**src/rtl/uart_arb_pkg.sv**
```systemverilog
// Shared types and constants for the two-master UART register-port arbiter.
package uart_arb_pkg;

    typedef enum logic [1:0] {
        ST_IDLE  = 2'd0,
        ST_BUSY  = 2'd1,
        ST_DONE  = 2'd2,
        ST_DRAIN = 2'd3
    } arb_state_t;

    // UART wb_we convention: 0 = write, 1 = read
    localparam logic WE_WRITE = 1'b0;
    localparam logic WE_READ  = 1'b1;

    localparam logic [1:0] TX_DATA_ADDR  = 2'b00;
    localparam logic [1:0] RX_DATA_ADDR  = 2'b01;
    localparam logic [1:0] FREQ_DIV_ADDR = 2'b10;

    // Read data returned to a master whose slave cycle timed out
    localparam logic [7:0] TIMEOUT_RDATA = 8'hFF;

    // One master's request bundle as seen by the arbiter
    typedef struct packed {
        logic [1:0] addr;
        logic [7:0] wdata;
        logic       we;
    } wb_req_t;

endpackage

```
**src/rtl/uart_arb_rr2.sv**
```systemverilog
// Two-requester round-robin picker. Purely combinational: on a tie the
// requester that did not win last time is chosen.
// last_grant: 0 = requester 0 won last, 1 = requester 1 won last.
module uart_arb_rr2 (
    input  logic [1:0] req,
    input  logic       last_grant,
    output logic [1:0] gnt
);

    // One-hot pick from the live requests and the previous owner
    always_comb begin
        gnt = 2'b00;
        case (req)
            2'b01:   gnt = 2'b01;
            2'b10:   gnt = 2'b10;
            2'b11:   gnt = last_grant ? 2'b01 : 2'b10;
            default: gnt = 2'b00;
        endcase
    end

endmodule

```
**src/rtl/uart_wb_arbiter.sv**
```systemverilog
// Two-master / one-slave arbiter for the UART 8-bit register port.
// Whole strobe/ack transactions are serialised with round-robin fairness;
// read data and ack are returned only to the granted master.
// Optional slave-ack timeout: define UART_WB_ARBITER_TIMEOUT_EN.
module uart_wb_arbiter
    import uart_arb_pkg::*;
#(
    parameter int TIMEOUT_CYCLES = 255
) (
    input  logic       clk,
    input  logic       reset,
    input  logic [1:0] m0_addr,
    input  logic [7:0] m0_wdata,
    input  logic       m0_we,
    input  logic       m0_stb,
    output logic       m0_ack,
    output logic [7:0] m0_rdata,
    input  logic [1:0] m1_addr,
    input  logic [7:0] m1_wdata,
    input  logic       m1_we,
    input  logic       m1_stb,
    output logic       m1_ack,
    output logic [7:0] m1_rdata,
    output logic [1:0] s_addr,
    output logic [7:0] s_wdata,
    output logic       s_we,
    output logic       s_stb,
    input  logic [7:0] s_rdata,
    input  logic       s_ack,
    output logic [1:0] grant,
    output logic       timeout_err
);

    if (TIMEOUT_CYCLES < 1 || TIMEOUT_CYCLES > 255) begin : g_bad_timeout
        $error("uart_wb_arbiter: TIMEOUT_CYCLES must be 1..255");
    end

    arb_state_t state;
    logic       last_grant;   // 0 = m0 owned the last transaction, 1 = m1
    logic [1:0] pick;
    logic       own_stb;
    logic       to_hit;
    wb_req_t    req0, req1, sel_req;

    assign req0    = '{addr: m0_addr, wdata: m0_wdata, we: m0_we};
    assign req1    = '{addr: m1_addr, wdata: m1_wdata, we: m1_we};
    assign sel_req = pick[1] ? req1 : req0;

    // Strobe of whichever master currently owns the slave
    assign own_stb = grant[1] ? m1_stb : m0_stb;

    uart_arb_rr2 u_rr (
        .req        ({m1_stb, m0_stb}),
        .last_grant (last_grant),
        .gnt        (pick)
    );

`ifdef UART_WB_ARBITER_TIMEOUT_EN
    logic [7:0] to_cnt;
    logic       to_err_q;

    // Fires on the last allowed BUSY cycle if the slave still has not acked
    assign to_hit = (state == ST_BUSY) && !s_ack &&
                    (to_cnt == 8'(TIMEOUT_CYCLES - 1));

    // BUSY-cycle counter; held at zero outside BUSY so it starts clean
    always_ff @(posedge clk) begin
        if (!reset || state != ST_BUSY) to_cnt <= 8'd0;
        else                            to_cnt <= to_cnt + 8'd1;
    end

    // Sticky timeout flag, cleared only by reset
    always_ff @(posedge clk) begin
        if (!reset)      to_err_q <= 1'b0;
        else if (to_hit) to_err_q <= 1'b1;
    end

    assign timeout_err = to_err_q;
`else
    assign to_hit      = 1'b0;
    assign timeout_err = 1'b0;
`endif

    // Transaction FSM; every master/slave-facing output is registered here
    always_ff @(posedge clk) begin
        if (!reset) begin
            state      <= ST_IDLE;
            last_grant <= 1'b1;          // m0 wins the first tie
            grant      <= 2'b00;
            s_addr     <= 2'b00;
            s_wdata    <= 8'h00;
            s_we       <= WE_WRITE;
            s_stb      <= 1'b0;
            m0_ack     <= 1'b0;
            m1_ack     <= 1'b0;
            m0_rdata   <= 8'h00;
            m1_rdata   <= 8'h00;
        end else begin
            case (state)
                ST_IDLE: begin
                    if (|pick) begin
                        s_addr     <= sel_req.addr;
                        s_wdata    <= sel_req.wdata;
                        s_we       <= sel_req.we;
                        s_stb      <= 1'b1;
                        grant      <= pick;
                        last_grant <= pick[1];
                        state      <= ST_BUSY;
                    end
                end
                ST_BUSY: begin
                    if (s_ack || to_hit) begin
                        s_stb <= 1'b0;
                        if (own_stb) begin
                            if (grant[0]) begin
                                m0_ack <= 1'b1;
                                if (s_we == WE_READ)
                                    m0_rdata <= s_ack ? s_rdata : TIMEOUT_RDATA;
                            end else begin
                                m1_ack <= 1'b1;
                                if (s_we == WE_READ)
                                    m1_rdata <= s_ack ? s_rdata : TIMEOUT_RDATA;
                            end
                            state <= ST_DONE;
                        end else begin
                            // Master abandoned the cycle: finish it silently
                            grant <= 2'b00;
                            state <= ST_DRAIN;
                        end
                    end
                end
                ST_DONE: begin
                    if (!own_stb) begin
                        m0_ack <= 1'b0;
                        m1_ack <= 1'b0;
                        grant  <= 2'b00;
                        state  <= ST_DRAIN;
                    end
                end
                ST_DRAIN: begin
                    // Never start a new strobe while the old ack is still up
                    if (!s_ack) state <= ST_IDLE;
                end
                default: state <= ST_IDLE;
            endcase
        end
    end

endmodule

```
**config.mk**
```make
export PLATFORM = sky130hd
export DESIGN_NAME = uart_wb_arbiter
export DESIGN_NICKNAME = d
export VERILOG_FILES = /design/src/rtl/uart_arb_pkg.sv /design/src/rtl/uart_arb_rr2.sv /design/src/rtl/uart_wb_arbiter.sv
export SDC_FILE = /design/constraint.sdc
export NUM_CORES = 1
export LEC_CHECK = 0
export CAP_MARGIN = 20
export CORE_ASPECT_RATIO = 1.75
export CORE_MARGIN = 2
export CORE_UTILIZATION = 42
export DETAILED_ROUTE_END_ITERATION = 12
export GPL_ROUTABILITY_DRIVEN = 0
export PLACE_DENSITY = 0.92
export SLEW_MARGIN = 10
export SYNTH_ARGS = -nofsm -noshare
export SYNTH_HDL_FRONTEND = slang
export SYNTH_SLANG_ARGS = --single-unit
```
**constraint.sdc**
```tcl
create_clock -name clk -period 2.4 [get_ports clk]
set_input_delay 0.24 -clock clk [delete_from_list [all_inputs] [get_ports clk]]
set_output_delay 0.24 -clock clk [all_outputs]
set_load 0.01 [all_outputs]
```
* After elaboration in Yosys (flattened, before gate mapping) *
Cells that the tools add are included.

word-level totals
  bits in registers = 35
  output and inout port bits = 33

cells by class
  equality and inequality tests = 13
  muxes and demuxes = 26
  bitwise operators = 1
  reductions and logical operators = 13

operators with widths
  cell                  number
  $reduce_and A5 Y1     4
  $mux W2               8
  $ne A2 B2 Y1 const B  7
  $pmux W2 S3           2
  $mux W1               11
  $mux W11              1
  $eq A2 B2 Y1 const B  4
  $pmux W2 S4           1
  $pmux W1 S2           3
  $reduce_and A3 Y1     2
  $eq A2 B1 Y1 const B  2
  $reduce_and A4 Y1     1
  $reduce_bool A2 Y1    2
  $reduce_bool A3 Y1    1
  $logic_not A2 Y1      1
  $reduce_and A2 Y1     1
  $reduce_or A2 Y1      1
  $not A1 Y1            1

* Longest topological paths before layout *
Gate-level depths: netlist (run 1).

  depth in word-level cells = 5
  mapped depth = 7
  mapped depth without buffers = 6

* By module *
From an unflattened synthesis (run 1), not the netlist that was laid out.

unflattened totals
  cells, all modules = 177
  area total of the unflattened synthesis = 1649.1 sq um

modules (own cells, without submodules)
  module           times used  cells each  area an instance (sq um)
  uart_wb_arbiter  1           174         1630.3
  uart_arb_rr2     1           3           18.8

* Worst setup path before layout (run 1) *
Ideal clock, no wire load.

  kind = reg2reg
  start point = reg state[1]
  end point = reg state[1]
  arrival = 1.559 ns
  path slack = 0.716 ns
  stages on the path, launching flop included = 7
  buffers on the path = 0
  clock period less this slack = 1.684 ns
  path through = dfxtp_1 > inv_1 > ha_1 > mux2_2 > a221oi_1 > mux2i_1 > nor2_1

on the way
  longest elaborated chain between the ends = 3
  elaborated cells on any way between the ends = 10
  those cells by class = 7 x eq/ne; 1 x mux; 2 x reduce/logical

RTL lines
  element                                     RTL line                text
  from (decl)                                 uart_wb_arbiter.sv:38   arb_state_t state;
  from (signal assigned)                      uart_wb_arbiter.sv:87   state <= ST_IDLE;
  from (signal assigned)                      uart_wb_arbiter.sv:108  state <= ST_BUSY;
  from (signal assigned)                      uart_wb_arbiter.sv:124  state <= ST_DONE;
  $eq A2 B2 Y1, or another cell as far along  uart_wb_arbiter.sv:99   case (state)
  $ne A2 B2 Y1 (no line)                      --
  $reduce_and A4 Y1 (no line)                 --

Several ways; a longest one is shown, not always the timed one.
A chain may end at the register's enable or synchronous reset.

* Final worst setup path (run 1) *
  start point = reg state[1]
  end point = reg m1_rdata[1]

on the way
  longest elaborated chain between the ends = 2

RTL lines
  element                      RTL line                text
  $eq A2 B1 Y1                 uart_wb_arbiter.sv:99
  $reduce_and A5 Y1 (no line)  --
  to (signal assigned)         uart_wb_arbiter.sv:122  m1_rdata <= s_ack ? s_rdata : TIMEOUT_RDATA;
  to (decl)                    uart_wb_arbiter.sv:23   output logic [7:0] m1_rdata,

No other way between the ends.

==> report_table.html, run 1 <==
<table>
<tr><th>Metric</th><th>Value</th></tr>
<tr><th colspan="2">Worst setup path</th></tr>
<tr><td>CP Max Fanout</td><td>8</td></tr>
<tr><td>Sort of element at the start of the critical path</td><td>flip-flop</td></tr>
<tr><td>Kind of end point of the critical path</td><td>flip-flop</td></tr>
<tr><td>Delay of the slowest cell on the worst path</td><td>710 ps</td></tr>
<tr><td>Req. time, crit path</td><td>2580 ps</td></tr>
<tr><td>Crit Path Category</td><td>flip-flop to flip-flop</td></tr>
<tr><td>Max stage delay cell, worst path</td><td>sky130_fd_sc_hd__or4b_1</td></tr>
<tr><td>Cells along the critical path</td><td>inv_1 &gt; ha_1 &gt; nand2_1 &gt; or4b_1 &gt; mux2i_1 &gt; nor2_1</td></tr>
<tr><td>Critical Path AT</td><td>2170 ps</td></tr>
<tr><th colspan="2">GRT</th></tr>
<tr><td>Pin count of the biggest net entering global routing</td><td>24</td></tr>
<tr><td>Total overflow reported by the global router</td><td>0</td></tr>
<tr><td>Number of global-route vias before repair</td><td>1341</td></tr>
<tr><td>Initial antenna violation count</td><td>0</td></tr>
<tr><td>Wire length of the first global-routing pass</td><td>6100 um</td></tr>
<tr><td>Global-route usage over all layers</td><td>18.8%</td></tr>
<tr><th colspan="2">Drt</th></tr>
<tr><td>Antenna Violating Nets Remaining</td><td>0</td></tr>
<tr><td>Top routing layer in use</td><td>met4</td></tr>
<tr><td>Total wire length</td><td>3590 um</td></tr>
<tr><td>TritonRoute pass-1 iters</td><td>4</td></tr>
<tr><td>DRC violation count after routing</td><td>0</td></tr>
<tr><td>Final routed wire length divided by cell count</td><td>12.9 um</td></tr>
<tr><td>Vias/cell</td><td>5.05</td></tr>
<tr><td>Routed metal-1 wire length</td><td>1410 um</td></tr>
<tr><td>Iter 0 DRT Violations</td><td>15</td></tr>
<tr><td>DR WL met2</td><td>1920 um</td></tr>
<tr><td>Total met3 wirelength after detailed routing</td><td>174 um</td></tr>
<tr><td>Routed via count</td><td>1398</td></tr>
<tr><th colspan="2">STA</th></tr>
<tr><td>Unrepaired setup endpoints after global routing</td><td>false</td></tr>
<tr><td>Relative slew slack</td><td>58.2%</td></tr>
<tr><td>Worst hold slack across all endpoints</td><td>473 ps</td></tr>
<tr><td>Number of hold-slack violations in the final timing report</td><td>0</td></tr>
<tr><td>Slew at the pin closest to its max-slew limit</td><td>627 ps</td></tr>
<tr><td>Max Clock Skew</td><td>5.70 ps</td></tr>
<tr><td>Final max-slew violation count</td><td>0</td></tr>
<tr><td>Setup violators final</td><td>0</td></tr>
<tr><td>Shortest period the worst path allows</td><td>1990 ps</td></tr>
<tr><td>Maximum clock rate</td><td>503 MHz</td></tr>
<tr><td>Fraction of the cycle the final worst path needs</td><td>82.9%</td></tr>
<tr><td>Sum Neg Setup Slack</td><td>0 ps</td></tr>
<tr><td>PnR worst setup slack</td><td>410 ps</td></tr>
<tr><th colspan="2">Floorplan</th></tr>
<tr><td>Die width</td><td>50.3 um</td></tr>
<tr><td>Core region area</td><td>3630 sq um</td></tr>
<tr><td>Y dimension of the die</td><td>85.1 um</td></tr>
<tr><td>Starting Density</td><td>43.4%</td></tr>
<tr><td>Io pins</td><td>68</td></tr>
<tr><td>Row cnt</td><td>29</td></tr>
<tr><td>Die area</td><td>4280 sq um</td></tr>
<tr><th colspan="2">Clock network</th></tr>
<tr><td>Cells resized by post-CTS repair</td><td>0</td></tr>
<tr><td>Post-CTS Hold Fix Bufs</td><td>0</td></tr>
<tr><td>Clock latency at the later pin of the worst-skew pair</td><td>290 ps</td></tr>
<tr><td>Number of sinks driven by the clock tree</td><td>35</td></tr>
<tr><td>Clock-pin slew of the registers on the worst-case setup and hold paths</td><td>70 ps</td></tr>
<tr><td>Deepest clock path buffer count</td><td>2</td></tr>
<tr><td>Setup repair bufs after CTS</td><td>0</td></tr>
<tr><td>Root buffer cell</td><td>sky130_fd_sc_hd__clkbuf_8</td></tr>
<tr><td>Htree depth</td><td>2</td></tr>
<tr><td>Clock tree from TritonCTS</td><td>built</td></tr>
<tr><td>Number of buffers created by CTS</td><td>5</td></tr>
<tr><th colspan="2">Logic synthesis</th></tr>
<tr><td>Number of distinct standard cells referenced by the synthesized netlist</td><td>31</td></tr>
<tr><td>Number of standard cells after synthesis</td><td>164</td></tr>
<tr><td>Top-area cell type share of the netlist area</td><td>44.4%</td></tr>
<tr><td>Ranking of synthesized cells by area</td><td>sky130_fd_sc_hd__dfxtp_1 (44%), sky130_fd_sc_hd__mux2i_1 (20%), sky130_fd_sc_hd__nor2_1 (8.1%), sky130_fd_sc_hd__a211oi_1 (5.2%), sky130_fd_sc_hd__ha_1 (4.0%)</td></tr>
<tr><td>Summed instance area of the synthesized netlist</td><td>1580 sq um</td></tr>
<tr><td>Sequential-to-total area share from yosys stat</td><td>44.4%</td></tr>
<tr><td>Number of synthesized register bits</td><td>35</td></tr>
<tr><td>Mean Syn Cell Area</td><td>9.61 sq um</td></tr>
<tr><td>Largest area contributor in the synthesized netlist</td><td>sky130_fd_sc_hd__dfxtp_1</td></tr>
<tr><td>Synth Warn #</td><td>0</td></tr>
<tr><td>Number of nets produced by synthesis</td><td>204</td></tr>
<tr><th colspan="2">Hold path</th></tr>
<tr><td>Worst min path class</td><td>flip-flop to flip-flop</td></tr>
<tr><th colspan="2">Layout</th></tr>
<tr><td>Final-layout fill cell count</td><td>309</td></tr>
<tr><td>Count of antenna diodes in the layout</td><td>0</td></tr>
<tr><td>Area growth from synthesis to layout</td><td>48.3%</td></tr>
<tr><td>Post-route non-filler standard cell count</td><td>277</td></tr>
<tr><td>Final net count</td><td>270</td></tr>
<tr><td>Fraction of final layout cells sized beyond drive strength 1</td><td>6.06%</td></tr>
<tr><th colspan="2">Outcome</th></tr>
<tr><td>Outcome</td><td>finished, final reports clean</td></tr>
<tr><th colspan="2">Power and ir drop</th></tr>
<tr><td>Int Power</td><td>1.31 mW</td></tr>
<tr><td>Net Sw Frac</td><td>34.7%</td></tr>
<tr><td>Power share of the clock group</td><td>20.9%</td></tr>
<tr><td>Worst vdd rail ir drop</td><td>633 uV</td></tr>
<tr><td>Leak</td><td>0.992 nW</td></tr>
<tr><td>Proportion of power drawn by flip-flops and latches</td><td>38.9%</td></tr>
<tr><td>Power per cell area</td><td>859 nW/um^2</td></tr>
<tr><td>Power Total</td><td>2.01 mW</td></tr>
<tr><td>Net switching power</td><td>0.698 mW</td></tr>
<tr><td>Combinational power share</td><td>40.2%</td></tr>
<tr><th colspan="2">Place</th></tr>
<tr><td>Total placed cells including tap cells</td><td>269</td></tr>
<tr><td>PortBufs</td><td>66</td></tr>
<tr><td>Post-Place Worst Slack</td><td>160 ps</td></tr>
<tr><td>HPWL after detailed placement</td><td>2780 um</td></tr>
<tr><th colspan="2">Flow run</th></tr>
<tr><td>Max-capacitance violation count</td><td>0</td></tr>
</table>
## layer usage
metal	GRT usage, %	vias to the layer above
met2	32.7	49
met4	9.58	0
li1	-	703
met5	0	-
met1	20.5	640
met3	4.75	6
## cell usage in the layout, fill, tap and decap left out, types with 5 or more instances in the layout
cell / netlist / final
sky130_fd_sc_hd__clkdlybuf4s50_1: 0 / 66
sky130_fd_sc_hd__dfxtp_1: 35 / 35
sky130_fd_sc_hd__nor2_1: 34 / 34
sky130_fd_sc_hd__mux2i_1: 31 / 31
sky130_fd_sc_hd__a211oi_1: 11 / 11
sky130_fd_sc_hd__inv_1: 6 / 6
sky130_fd_sc_hd__nand2_1: 6 / 6
sky130_fd_sc_hd__ha_1: 5 / 5
sky130_fd_sc_hd__clkbuf_8: 0 / 5
## Yosys cell counts
master,count
sky130_fd_sc_hd__o21ai_0,3
sky130_fd_sc_hd__a311oi_1,2
sky130_fd_sc_hd__a211oi_1,11
sky130_fd_sc_hd__nand3_1,2
sky130_fd_sc_hd__conb_1,1
sky130_fd_sc_hd__nor2_1,34
sky130_fd_sc_hd__or2b_1,1
sky130_fd_sc_hd__inv_1,6
sky130_fd_sc_hd__or4b_1,1
sky130_fd_sc_hd__a21oi_1,3
sky130_fd_sc_hd__o2bb2ai_1,1
sky130_fd_sc_hd__nand2b_1,1
sky130_fd_sc_hd__buf_4,2
sky130_fd_sc_hd__mux2i_1,31
sky130_fd_sc_hd__buf_6,1
sky130_fd_sc_hd__or4_2,1
sky130_fd_sc_hd__dfxtp_1,35
sky130_fd_sc_hd__and2_1,1
sky130_fd_sc_hd__nand4_1,1
sky130_fd_sc_hd__clkbuf_1,3
sky130_fd_sc_hd__o22ai_1,1
sky130_fd_sc_hd__nand2_1,6
sky130_fd_sc_hd__a221oi_1,2
sky130_fd_sc_hd__ha_1,5
sky130_fd_sc_hd__dlygate4sd1_1,2
sky130_fd_sc_hd__nor2b_1,1
sky130_fd_sc_hd__a31oi_1,1
sky130_fd_sc_hd__mux2_2,2
sky130_fd_sc_hd__or3_2,1
sky130_fd_sc_hd__and3_1,1
sky130_fd_sc_hd__buf_2,1
## sequential cells by signal, summed over array words and instances, names as in the netlist, 2 cells and up
register  count
m0_rdata      8
m1_rdata      8
s_wdata       8
grant         2
s_addr        2
state         2
## worst paths after layout
kind / startpoint / end / slack, ps / depth (start not counted)
hold reg to reg: m1_ack$_SDFFE_PN0P_ / m1_ack$_SDFFE_PN0P_ / 470 / 2
setup reg to reg: state[1]$_SDFFE_PN0P_ / m1_rdata[1]$_SDFFE_PN0P_ / 410 / 6
hold / removal: m1_ack$_SDFFE_PN0P_ / m1_ack$_SDFFE_PN0P_ / 470 / 2
setup / recovery: state[1]$_SDFFE_PN0P_ / m1_rdata[1]$_SDFFE_PN0P_ / 410 / 6
## stage by stage
stage               cell area [sq um]  utilization [%]
finish                           2340             64.4
global route                     2340             64.4
CTS                              2340             64.4
detailed placement               2250             62.0
global placement                 2250             62.0
floorplan                        1580                -
## final cells by class
| class | instances | area (sq um) | share of cell area (%) |
|---|---|---|---|
| clock buffer | 5 | 68.8 | 2.94 |
| clock inverter | 3 | 20.0 | 0.856 |
| timing repair buffer | 68 | 676 | 28.9 |
| inverter | 6 | 22.5 | 0.963 |
| sequential | 35 | 701 | 30.0 |
| tap | 46 | 57.6 | 2.46 |
| multi-input combinational | 114 | 793 | 33.9 |
## cell families after synthesis
kind of cell	after synthesis	share of synthesized area, %
fa+ha+maj	5	3.97
compound gates	24	10.7
simple gates	51	14.3
other cells	1	0.238
buf+inv	15	5.24
mux	33	21.1
flops	35	44.4
## power by group through the flow
| stage | clock network (mW) | logic, mW | registers, mW |
|---|---|---|---|
| floorplan | 0 | 0.436 | 0.821 |
| global placement | 0 | 0.789 | 0.790 |
| detailed placement | 0 | 0.811 | 0.792 |
| CTS | 0.438 | 0.814 | 0.780 |
| global route | 0.455 | 0.907 | 0.796 |
| finish | 0.420 | 0.808 | 0.782 |
## critical path, delay by kind of cell (launching register included)
| kind | cells | cell delay (ps) |
|---|---|---|
| muxes | 1 | 240 |
| adders and majority gates | 1 | 270 |
| buffers and inverters | 1 | 130 |
| and+or+nand+nor | 3 | 870 |
| DFF | 1 | 370 |
No activity file was read; power rests on OpenSTA's default activity.
==> inputs of run 2 (changes only) <==
- clock period: 2.4 -> 1.9 ns (I/O delays scaled with it)
==> report_table.html, run 2 (synthesized netlist as in run 1, its figures left out) <==
<table>
<tr><th>Metric</th><th>Value</th></tr>
<tr><th colspan="2">STA</th></tr>
<tr><td>Setup violators final</td><td>0 (unchanged)</td></tr>
<tr><td>Max Clock Skew</td><td>4.71 ps (-0.999 ps)</td></tr>
<tr><td>Fraction of the cycle the final worst path needs</td><td>92.5% (+9.6 points)</td></tr>
<tr><td>Final max-slew violation count</td><td>0 (unchanged)</td></tr>
<tr><td>Relative slew slack</td><td>57.1% (-1.1 points)</td></tr>
<tr><td>Unrepaired setup endpoints after global routing</td><td>false</td></tr>
<tr><td>Maximum clock rate</td><td>569 MHz (+13%)</td></tr>
<tr><td>Slew at the pin closest to its max-slew limit</td><td>643 ps (+16.2 ps)</td></tr>
<tr><td>Worst hold slack across all endpoints</td><td>474 ps (+0.466 ps)</td></tr>
<tr><td>Sum Neg Setup Slack</td><td>0 ps (unchanged)</td></tr>
<tr><td>PnR worst setup slack</td><td>143 ps (-268 ps)</td></tr>
<tr><td>Number of hold-slack violations in the final timing report</td><td>0 (unchanged)</td></tr>
<tr><td>Shortest period the worst path allows</td><td>1760 ps (-232 ps)</td></tr>
<tr><th colspan="2">Power and ir drop</th></tr>
<tr><td>Leak</td><td>1.05 nW (+5.5%)</td></tr>
<tr><td>Power Total</td><td>2.74 mW (+36%)</td></tr>
<tr><td>Power per cell area</td><td>1130 nW/um^2 (+31%)</td></tr>
<tr><td>Worst vdd rail ir drop</td><td>942 uV (+49%)</td></tr>
<tr><th colspan="2">Floorplan</th></tr>
<tr><td>Die area</td><td>4280 sq um (unchanged)</td></tr>
<tr><td>Y dimension of the die</td><td>85.1 um (unchanged)</td></tr>
<tr><td>Die width</td><td>50.3 um (unchanged)</td></tr>
<tr><td>Row cnt</td><td>29 (unchanged)</td></tr>
<tr><td>Io pins</td><td>68 (unchanged)</td></tr>
<tr><td>Core region area</td><td>3630 sq um (unchanged)</td></tr>
<tr><td>Starting Density</td><td>43.4% (unchanged)</td></tr>
<tr><th colspan="2">GRT</th></tr>
<tr><td>Pin count of the biggest net entering global routing</td><td>24 (unchanged)</td></tr>
<tr><td>Global-route usage over all layers</td><td>17.6% (-1.2 points)</td></tr>
<tr><td>Initial antenna violation count</td><td>0 (unchanged)</td></tr>
<tr><td>Number of global-route vias before repair</td><td>1373 (+2.4%)</td></tr>
<tr><td>Total overflow reported by the global router</td><td>0 (unchanged)</td></tr>
<tr><td>Wire length of the first global-routing pass</td><td>5890 um (-3.4%)</td></tr>
<tr><th colspan="2">Layout</th></tr>
<tr><td>Largest regs</td><td>m0_rdata (8), m1_rdata (8), s_wdata (8)</td></tr>
<tr><td>Final design instance area without fill</td><td>2430 sq um (+3.9%)</td></tr>
<tr><td>Count of antenna diodes in the layout</td><td>0 (unchanged)</td></tr>
<tr><td>Area growth from synthesis to layout</td><td>54.1%</td></tr>
<tr><td>Most used cells in the layout excluding fill and tap cells</td><td>sky130_fd_sc_hd__clkdlybuf4s50_1 (66), sky130_fd_sc_hd__dfxtp_1 (35), sky130_fd_sc_hd__nor2_1 (34)</td></tr>
<tr><td>Post-route non-filler standard cell count</td><td>284 (+2.5%)</td></tr>
<tr><td>Utilization of the core after routing</td><td>67.0% (+2.5 points)</td></tr>
<tr><td>Final net count</td><td>277 (+2.6%)</td></tr>
<tr><td>Most common cell after layout, fill and taps aside</td><td>sky130_fd_sc_hd__clkdlybuf4s50_1</td></tr>
<tr><td>Fraction of final layout cells sized beyond drive strength 1</td><td>9.66% (+3.6 points)</td></tr>
<tr><th colspan="2">Worst setup path</th></tr>
<tr><td>R2R Path End</td><td>m1_ack$_SDFFE_PN0P_</td></tr>
<tr><td>Launch instance of the worst register-to-register path</td><td>state[0]$_SDFFE_PN0P_</td></tr>
<tr><td>Sort of element at the start of the critical path</td><td>flip-flop</td></tr>
<tr><td>Critical Path AT</td><td>1940 ps (-230 ps)</td></tr>
<tr><td>Kind of end point of the critical path</td><td>flip-flop</td></tr>
<tr><td>Crit Path Category</td><td>flip-flop to flip-flop</td></tr>
<tr><td>Number of cell instances on the worst register-to-register path</td><td>4 (-2)</td></tr>
<tr><td>CP Max Fanout</td><td>5 (-3)</td></tr>
<tr><td>R2R setup slack</td><td>140 ps (-270 ps)</td></tr>
<tr><td>Req. time, crit path</td><td>2090 ps (-490 ps)</td></tr>
<tr><th colspan="2">Hold path</th></tr>
<tr><td>Worst min path class</td><td>flip-flop to flip-flop</td></tr>
<tr><td>Worst Hold Launch</td><td>m1_ack$_SDFFE_PN0P_</td></tr>
<tr><td>Number of cells on the worst hold path</td><td>2 (unchanged)</td></tr>
<tr><td>Hold EP</td><td>m1_ack$_SDFFE_PN0P_</td></tr>
<tr><th colspan="2">Clock network</th></tr>
<tr><td>Number of sinks driven by the clock tree</td><td>35 (unchanged)</td></tr>
<tr><td>Setup repair bufs after CTS</td><td>0 (unchanged)</td></tr>
<tr><td>Number of buffers created by CTS</td><td>5 (unchanged)</td></tr>
<tr><td>Clock-pin slew of the registers on the worst-case setup and hold paths</td><td>70 ps (about the same)</td></tr>
<tr><td>Clock tree from TritonCTS</td><td>built</td></tr>
<tr><td>Deepest clock path buffer count</td><td>2 (unchanged)</td></tr>
<tr><td>Root buffer cell</td><td>sky130_fd_sc_hd__clkbuf_8</td></tr>
<tr><td>Htree depth</td><td>2 (unchanged)</td></tr>
<tr><td>Clock latency at the later pin of the worst-skew pair</td><td>280 ps (about the same)</td></tr>
<tr><td>Post-CTS Hold Fix Bufs</td><td>0 (unchanged)</td></tr>
<tr><td>Cells resized by post-CTS repair</td><td>0 (unchanged)</td></tr>
<tr><th colspan="2">Place</th></tr>
<tr><td>Dpl cell area</td><td>2310 sq um (+2.9%)</td></tr>
<tr><td>HPWL after detailed placement</td><td>2780 um (+0.13%)</td></tr>
<tr><td>Post-Place Worst Slack</td><td>-41.6 ps (-201 ps)</td></tr>
<tr><td>PortBufs</td><td>66 (unchanged)</td></tr>
<tr><td>Total placed cells including tap cells</td><td>276 (+2.6%)</td></tr>
<tr><th colspan="2">Drt</th></tr>
<tr><td>Antenna Violating Nets Remaining</td><td>0 (unchanged)</td></tr>
<tr><td>TritonRoute pass-1 iters</td><td>4 (unchanged)</td></tr>
<tr><td>Final routed wire length divided by cell count</td><td>12.5 um (-3.5%)</td></tr>
<tr><td>Iter 0 DRT Violations</td><td>8 (-7)</td></tr>
<tr><td>Vias/cell</td><td>5.00 (-0.93%)</td></tr>
<tr><td>Routed via count</td><td>1420 (+1.6%)</td></tr>
<tr><td>DRC violation count after routing</td><td>0 (unchanged)</td></tr>
<tr><td>Total wire length</td><td>3550 um (-1.0%)</td></tr>
<tr><th colspan="2">Flow run</th></tr>
<tr><td>Max-capacitance violation count</td><td>0 (unchanged)</td></tr>
<tr><th colspan="2">Outcome</th></tr>
<tr><td>Outcome</td><td>finished, final reports clean</td></tr>
</table>
## run 2: cell types whose count changed in the layout (fill, tap and decap cells not counted)
cell                         before  now
sky130_fd_sc_hd__buf_4            2    8
sky130_fd_sc_hd__inv_2            0    1
sky130_fd_sc_hd__inv_1            6    5
sky130_fd_sc_hd__clkinv_4         0    1
sky130_fd_sc_hd__clkinvlp_4       2    0
sky130_fd_sc_hd__ha_1             5    4
sky130_fd_sc_hd__buf_12           0    1
sky130_fd_sc_hd__ha_2             0    1
sky130_fd_sc_hd__bufinv_16        0    1
## run 2: final cells by class
cell class	instances	area (sq um)
flip-flops and latches	35	701
clock inverters	3	43.8
fillers	287	1200
multi-input cells	114	796
well taps	46	57.6
clock buffers	5	68.8
repair buffers	75	741
inverters	6	22.5
## run 2: layer usage
layer | routed length [um] | track usage [%] | vias to the layer above
met5 | 0 | 0 | -
met4 | 64 | 8.11 | 0
met3 | 159 | 3.70 | 6
met2 | 1960 | 32.4 | 47
met1 | 1360 | 18.5 | 648
li1 | - | - | 719
## run 2: worst max path at each step
stage,cells past startpoint,slack (ps),startpoint,end
6_report,4,140,state[0]$_SDFFE_PN0P_,m1_ack$_SDFFE_PN0P_
4_1_cts,6,90,state[1]$_SDFFE_PN0P_,m0_rdata[5]$_SDFFE_PN0P_
2_1_floorplan,6,220,state[1]$_SDFFE_PN0P_,state[1]$_SDFFE_PN0P_
5_1_grt,7,4,state[1]$_SDFFE_PN0P_,m1_rdata[7]$_SDFFE_PN0P_
3_3_place_gp,6,30,m1_stb,m1_rdata[2]$_SDFFE_PN0P_
3_5_place_dp,6,-40,m0_stb,s_wdata[3]$_SDFFE_PN0P_
## run 2: critical path, stage by stage (launching register included)
cell and delay (ps):
sky130_fd_sc_hd__dfxtp_1 420, sky130_fd_sc_hd__inv_1 120, sky130_fd_sc_hd__ha_1 240, sky130_fd_sc_hd__or4_2 640, sky130_fd_sc_hd__a221oi_1 240
## run 2: report_power, final
part	internal, mW	leakage, nW	switching [mW]
Sequential	0.878	0.286	0.105
Combinational	0.589	0.702	0.514
Clock	0.390	0.0581	0.263
Total	1.86	1.05	0.882
